--- config.mk ---
export PLATFORM = sky130hd
export DESIGN_NAME = ps2_host_tx
export DESIGN_NICKNAME = d
export VERILOG_FILES = /design/src/rtl/ps2_host_tx.sv
export SDC_FILE = /design/constraint.sdc
export NUM_CORES = 1
export LEC_CHECK = 0
export BUFFER_PORTS_ARGS = -buffer_cell sky130_fd_sc_hd__buf_4
export CORE_MARGIN = 5
export CORE_UTILIZATION = 35
export DETAILED_ROUTE_END_ITERATION = 8
export PLACE_DENSITY = 0.48
export SLEW_MARGIN = 10
export SYNTH_ARGS = -nofsm -noshare
export SYNTH_HDL_FRONTEND = slang
export SYNTH_SLANG_ARGS = --single-unit
export TNS_END_PERCENT = 100
--- constraint.sdc ---
create_clock -name clk -period 5.3 [get_ports clk]
set_input_delay 0.53 -clock clk [delete_from_list [all_inputs] [get_ports clk]]
set_output_delay 0.53 -clock clk [all_outputs]
set_load 0.005 [all_outputs]
--- src/rtl/ps2_host_tx.sv ---
// PS/2 host-to-device transmitter.
// Sends one command byte to a PS/2 device with the standard inhibit/request
// handshake. Both lines are driven open-drain (oe=1 pulls the line low).
// Data bits are shifted on filtered falling edges of the device clock, and
// the device acknowledge is sampled on the 11th falling edge.
module ps2_host_tx #(
  parameter int INHIBIT_CYCLES = 12000,
  parameter int FILTER_LEN     = 8,
  parameter int TIMEOUT_CYCLES = 2000000
) (
  input  logic       clk,
  input  logic       rst_n,
  input  logic [7:0] tx_data,
  input  logic       tx_valid,
  output logic       tx_ready,
  input  logic       kclk_in,
  input  logic       kdata_in,
  output logic       kclk_oe,
  output logic       kdata_oe,
  output logic       busy,
  output logic       done,
  output logic       ack_ok,
  output logic       error
);

  localparam int INH_W = (INHIBIT_CYCLES > 1) ? $clog2(INHIBIT_CYCLES) : 1;
  localparam int FLT_W = $clog2(FILTER_LEN + 1);
  localparam int TO_W  = (TIMEOUT_CYCLES > 1) ? $clog2(TIMEOUT_CYCLES) : 1;

  typedef enum logic [2:0] {
    S_IDLE,
    S_INHIBIT,
    S_REQUEST,
    S_SHIFT,
    S_ACK,
    S_WAIT_IDLE
  } state_t;

  state_t state, state_nxt;

  // Input conditioning: index 0 = kclk, index 1 = kdata
  logic [1:0]       sync1, sync2;
  logic [1:0]       filt;
  logic [FLT_W-1:0] flt_cnt [0:1];
  logic             kclk_f, kdata_f, kclk_f_q, fall;

  // Datapath registers and their next values
  logic [INH_W-1:0] inh_cnt, inh_nxt;
  logic [TO_W-1:0]  to_cnt, to_nxt;
  logic [3:0]       bit_cnt, bit_nxt;
  logic [7:0]       tx_byte, byte_nxt;
  logic             parity, par_nxt;
  logic             kclk_oe_nxt, kdata_oe_nxt;
  logic             done_nxt, error_nxt, ack_nxt;

  logic             capture;
  logic             inh_last;
  logic             timeout_hit;

  // Two-flop synchronizer for the asynchronous pin levels; idle bus reads high
  always_ff @(posedge clk) begin
    if (!rst_n) begin
      sync1 <= '1;
      sync2 <= '1;
    end else begin
      sync1 <= {kdata_in, kclk_in};
      sync2 <= sync1;
    end
  end

  // Glitch filter: a new level is accepted only after FILTER_LEN equal samples
  always_ff @(posedge clk) begin
    if (!rst_n) begin
      filt <= '1;
      for (int unsigned i = 0; i < 2; i++) begin
        flt_cnt[i] <= '0;
      end
    end else begin
      for (int unsigned i = 0; i < 2; i++) begin
        if (sync2[i] == filt[i]) begin
          flt_cnt[i] <= '0;
        end else if (flt_cnt[i] == FLT_W'(FILTER_LEN - 1)) begin
          filt[i]    <= sync2[i];
          flt_cnt[i] <= '0;
        end else begin
          flt_cnt[i] <= flt_cnt[i] + 1'b1;
        end
      end
    end
  end

  assign kclk_f  = filt[0];
  assign kdata_f = filt[1];

  // Previous filtered clock level, used to form the one-cycle fall strobe
  always_ff @(posedge clk) begin
    if (!rst_n) begin
      kclk_f_q <= 1'b1;
    end else begin
      kclk_f_q <= kclk_f;
    end
  end

  assign fall = kclk_f_q & ~kclk_f;

  // done is held off tx_ready so a request coinciding with done is dropped
  assign tx_ready = (state == S_IDLE) && !done;
  assign busy     = (state != S_IDLE);
  assign capture  = tx_valid && tx_ready;
  assign inh_last = (inh_cnt == INH_W'(INHIBIT_CYCLES - 1));

  assign timeout_hit = ((state == S_REQUEST) || (state == S_SHIFT) ||
                        (state == S_ACK) || (state == S_WAIT_IDLE)) &&
                       (to_cnt == TO_W'(TIMEOUT_CYCLES - 1));

  // State register
  always_ff @(posedge clk) begin
    if (!rst_n) begin
      state <= S_IDLE;
    end else begin
      state <= state_nxt;
    end
  end

  // Next-state logic; timeout overrides any other transition
  always_comb begin
    state_nxt = state;
    unique case (state)
      S_IDLE:      if (capture) state_nxt = S_INHIBIT;
      S_INHIBIT:   if (inh_last) state_nxt = S_REQUEST;
      S_REQUEST:   state_nxt = S_SHIFT;
      S_SHIFT:     if (fall && (bit_cnt == 4'd9)) state_nxt = S_ACK;
      S_ACK:       if (fall) state_nxt = S_WAIT_IDLE;
      S_WAIT_IDLE: if (kclk_f && kdata_f) state_nxt = S_IDLE;
      default:     state_nxt = S_IDLE;
    endcase
    if (timeout_hit) begin
      state_nxt = S_IDLE;
    end
  end

  // Output and datapath next values; line drives are computed one cycle
  // ahead so the registered oe outputs line up with the state they belong to
  always_comb begin
    kclk_oe_nxt  = 1'b0;
    kdata_oe_nxt = 1'b0;
    done_nxt     = 1'b0;
    error_nxt    = 1'b0;
    ack_nxt      = ack_ok;
    bit_nxt      = bit_cnt;
    inh_nxt      = inh_cnt;
    to_nxt       = to_cnt;
    byte_nxt     = tx_byte;
    par_nxt      = parity;
    unique case (state)
      S_IDLE: begin
        if (capture) begin
          byte_nxt     = tx_data;
          par_nxt      = ~^tx_data;
          ack_nxt      = 1'b0;
          inh_nxt      = '0;
          kclk_oe_nxt  = 1'b1;
          kdata_oe_nxt = (INHIBIT_CYCLES <= 1);
        end
      end
      S_INHIBIT: begin
        if (inh_last) begin
          kclk_oe_nxt  = 1'b0;
          kdata_oe_nxt = 1'b1;
          to_nxt       = '0;
          bit_nxt      = '0;
        end else begin
          kclk_oe_nxt  = 1'b1;
          kdata_oe_nxt = (inh_cnt == INH_W'(INHIBIT_CYCLES - 2));
          inh_nxt      = inh_cnt + 1'b1;
        end
      end
      S_REQUEST: begin
        kdata_oe_nxt = 1'b1;
        to_nxt       = to_cnt + 1'b1;
      end
      S_SHIFT: begin
        kdata_oe_nxt = kdata_oe;
        to_nxt       = to_cnt + 1'b1;
        if (fall) begin
          bit_nxt = bit_cnt + 1'b1;
          if (bit_cnt < 4'd8) begin
            kdata_oe_nxt = ~tx_byte[bit_cnt[2:0]];
          end else if (bit_cnt == 4'd8) begin
            kdata_oe_nxt = ~parity;
          end else begin
            kdata_oe_nxt = 1'b0;
          end
        end
      end
      S_ACK: begin
        to_nxt = to_cnt + 1'b1;
        if (fall) begin
          ack_nxt = ~kdata_f;
        end
      end
      S_WAIT_IDLE: begin
        to_nxt = to_cnt + 1'b1;
        if (kclk_f && kdata_f) begin
          done_nxt = 1'b1;
        end
      end
      default: begin
        kdata_oe_nxt = 1'b0;
      end
    endcase
    if (timeout_hit) begin
      kclk_oe_nxt  = 1'b0;
      kdata_oe_nxt = 1'b0;
      error_nxt    = 1'b1;
      done_nxt     = 1'b0;
      ack_nxt      = 1'b0;
    end
  end

  // Registered outputs and datapath
  always_ff @(posedge clk) begin
    if (!rst_n) begin
      kclk_oe  <= 1'b0;
      kdata_oe <= 1'b0;
      done     <= 1'b0;
      error    <= 1'b0;
      ack_ok   <= 1'b0;
      bit_cnt  <= '0;
      inh_cnt  <= '0;
      to_cnt   <= '0;
      tx_byte  <= '0;
      parity   <= 1'b0;
    end else begin
      kclk_oe  <= kclk_oe_nxt;
      kdata_oe <= kdata_oe_nxt;
      done     <= done_nxt;
      error    <= error_nxt;
      ack_ok   <= ack_nxt;
      bit_cnt  <= bit_nxt;
      inh_cnt  <= inh_nxt;
      to_cnt   <= to_nxt;
      tx_byte  <= byte_nxt;
      parity   <= par_nxt;
    end
  end

endmodule

==> flow_summary.yaml <==
min_path:
  hold_class: "input port to register"
routing:
  drt-total-wl_mm: 7.67
  drt-initial-drc-count: 109
  drtAntennaViolNets: 0
  routedWlPerCell_um: 13.6
  viasPerCell: 5.01
  dr.pass1.iters: 5
  vias: 2824
  drc: 0
clock_tree:
  cts_tree: "yes"
  clk_latency_ps: 350
  ctsResizeCount: 0
  hold_buffers: 0
  cts_setup_buffers: 0
  cts_root_buffer: "clkbuf_8"
  clock-sinks: 71
  htree_num_levels: 3
  path_clk_slew_ps: 80
  numCtsBuffers: 9
  clockBufferDepth: 2
critical_path:
  cp_data_required_time_ps: 5500
  crit_type: "register to register"
  arrival_ps: 2740
  critPathLaunchType: "register"
  crit_fanout: 17
  rr_startpoint: "state[1]"
  critPathMaxStageDelay_ps: 800
  worst_path_max_delay_cell: "o31ai_1"
  worstReg2RegEnd: "kdata_oe"
  crit_end: "kdata_oe"
  reg2reg_depth: 4
  r2r_slack_ps: 2760
  cp-end-kind: "register"
  cp-startpoint: "state[1]"
  path_cells: "xor2_1 > nand2_1 > o31ai_1 > nor3_1"
logic_synthesis:
  ys_async_sr_fraction_pct: 0
  netlist.area_leader.share_pct: 35.8
  ys.flop_type: "dfxtp_1"
  yosys.area.top_type: "dfxtp_1"
  netlist_instances: 403
  synth_cell_types: 59
  ys_seq_area_share_pct: 42.6
  ys_warn_count: 0
  synth_area_mm2: 0.00353
  synth_most_common_cell: "dfxtp_1"
  ys_ff_latch: 71
  ys_top_cells_by_area: "dfxtp_1 (36%), edfxtp_1 (6.8%), xor2_1 (5.0%), nand2_1 (4.6%), nor2_1 (4.5%)"
  synth_common_cells: "dfxtp_1 (63), nand2_1 (43), nor2_1 (42), a21oi_1 (27), nand3_1 (21)"
  avgSynthCellArea_um2: 8.75
  synth_edf_count: 8
finish:
  layout-drive-gt1-share_pct: 11.8
  final_area_mm2: 0.00403
  post-route-util_pct: 41.0
  diodes: 0
  area_growth_pct: 14.2
  fin_nets: 447
timing:
  worst_pin_slew_ps: 884
  period_share_pct: 47.9
  rsz0062_at_grt: "no"
  finClkSkew_ps: 15.6
  slew_violations: 0
  hold_violations: 0
  period_needed_ps: 2540
  slew_headroom_pct: 40.6
  max_freq_mhz: 394
  tns_ps: 0
  setup_viol: 0
  setup_ws_ps: 2760
floorplanning:
  pin_count: 20
  die_x_um: 110
  start_util_pct: 35.9
  num_rows: 36
  dieArea_mm2: 0.0122
  design.core.area_mm2: 0.00982
  die_height_um: 110
global_routing:
  grt_max_degree: 20
  antenna_found_initial: 0
  grt_pass1_wl_mm: 13.1
  grt_overflow: 0
  grt_pass1_vias: 2714
  grtUsageTotal_pct: 13.7
placement:
  dp.final_hpwl_mm: 5.39
  io_buffers: 19
  post-place-ws_ps: 2730
  gp_congestion: 0.766
  place_area_mm2: 0.00378
flow_run:
  maxCapViolations: 0
power:
  cellPowerDensity_mw_per_mm2: 294
  peakVddDrop_v: 0.000128
  power.leakage_nw: 1.42
status:
  status: "complete, no violations"
## metal layers
layer | share of wire, % | GRT usage, % | wire [um] | vias up
met5 | 0 | 0 | 0 | -
met4 | 1.3 | 5.28 | 96 | 0
met3 | 3.3 | 2.68 | 256 | 8
met2 | 45 | 21.6 | 3450 | 39
met1 | 50 | 18.6 | 3870 | 1311
li1 | - | - | - | 1466
## worst min path at each step
stage / startpoint / endpoint / slack [ps] / cells after the start
floorplan: sync1[0] / sync2[0] / 390 / 1
global placement: sync1[0] / sync2[0] / 390 / 1
detailed placement: sync1[0] / sync2[0] / 390 / 1
CTS: kclk_in / sync1[0] / 360 / 2
global route: kdata_in / sync1[1] / 370 / 2
finish: kclk_in / sync1[0] / 370 / 2
## power breakdown
group | total, mW | switching [mW] | internal [mW] | leakage, nW
clock network | 0.535 | 0.221 | 0.314 | 0.123
registers | 0.565 | 0.00942 | 0.555 | 0.593
logic | 0.0829 | 0.0495 | 0.0334 | 0.708
total | 1.18 | 0.280 | 0.903 | 1.42
## flip-flops by register name (all words and copies together) (netlist names), 2 cells and up
signal and flops:
bit_cnt 4, filt 2, flt_cnt 8, inh_cnt 14, state 3, sync1 2
sync2 2, to_cnt 21, tx_byte 8
## through the flow
| stage | std cells | power [mW] | hold slack (ps) |
|---|---|---|---|
| floorplan | 410 | 0.633 | 386 |
| detailed placement | 548 | 0.661 | 393 |
| global placement | 548 | 0.661 | 390 |
| global route | 564 | 1.23 | 365 |
| finish | 564 | 1.18 | 371 |
| CTS | 564 | 1.20 | 358 |
## critical path, delay by kind of cell (launching register included)
kind | cells | cell delay, ps
compound gates | 1 | 800
xor+xnor | 1 | 560
flops | 1 | 660
simple gates | 2 | 360
## placed cells by master, fill, tap and decap left out, types with 2 or more instances in the layout
master     synthesis  final
nand2b_1          10     10
bufinv_16          0      3
a2111oi_0          2      2
or3_1             12     12
nor4_1             5      5
o31ai_1            4      4
nand2_1           43     43
dfxtp_1           63     63
conb_1             1      8
or4_1              3      3
nand3b_1           3      3
clkinv_4           0      3
nor2b_1            4      4
nand3_1           21     21
o21ai_0           12     12
and3_1             9      9
xnor2_1           15     15
nor4b_1            2      2
a21oi_1           27     27
a22oi_1            2      2
ha_1               8      8
mux2i_1            5      5
edfxtp_1           8      8
a21oi_2            3      3
nor3_1            15     15
nor2_1            42     42
xor2_1            20     20
o211ai_1           2      2
a31oi_1            2      2
or2_2              2      2
a211oi_1           2      2
and2_1             3      3
buf_4              1     20
nand4_1            9      9
clkbuf_8           1      9
inv_1              8      8
## layout make-up
cell class,instances,area [um^2]
clock buffers,9,124
multi-input cells,315,1930
flip-flops and latches,71,1500
repair buffers,20,150
clock inverters,7,121
well taps,133,166
inverters,9,33.8
fillers,1044,5790
## cells by family after synthesis
family          after synthesis  synth area share, %
other cells                   1                0.106
mux                           7                 2.38
xor+xnor                     35                 8.69
fa+ha+maj                     8                 2.84
flops                        71                 42.6
compound gates               63                 10.9
buf+inv                      24                 3.48
simple gates                194                 29.0
Note: power is estimated with default switching activity, not from simulation.
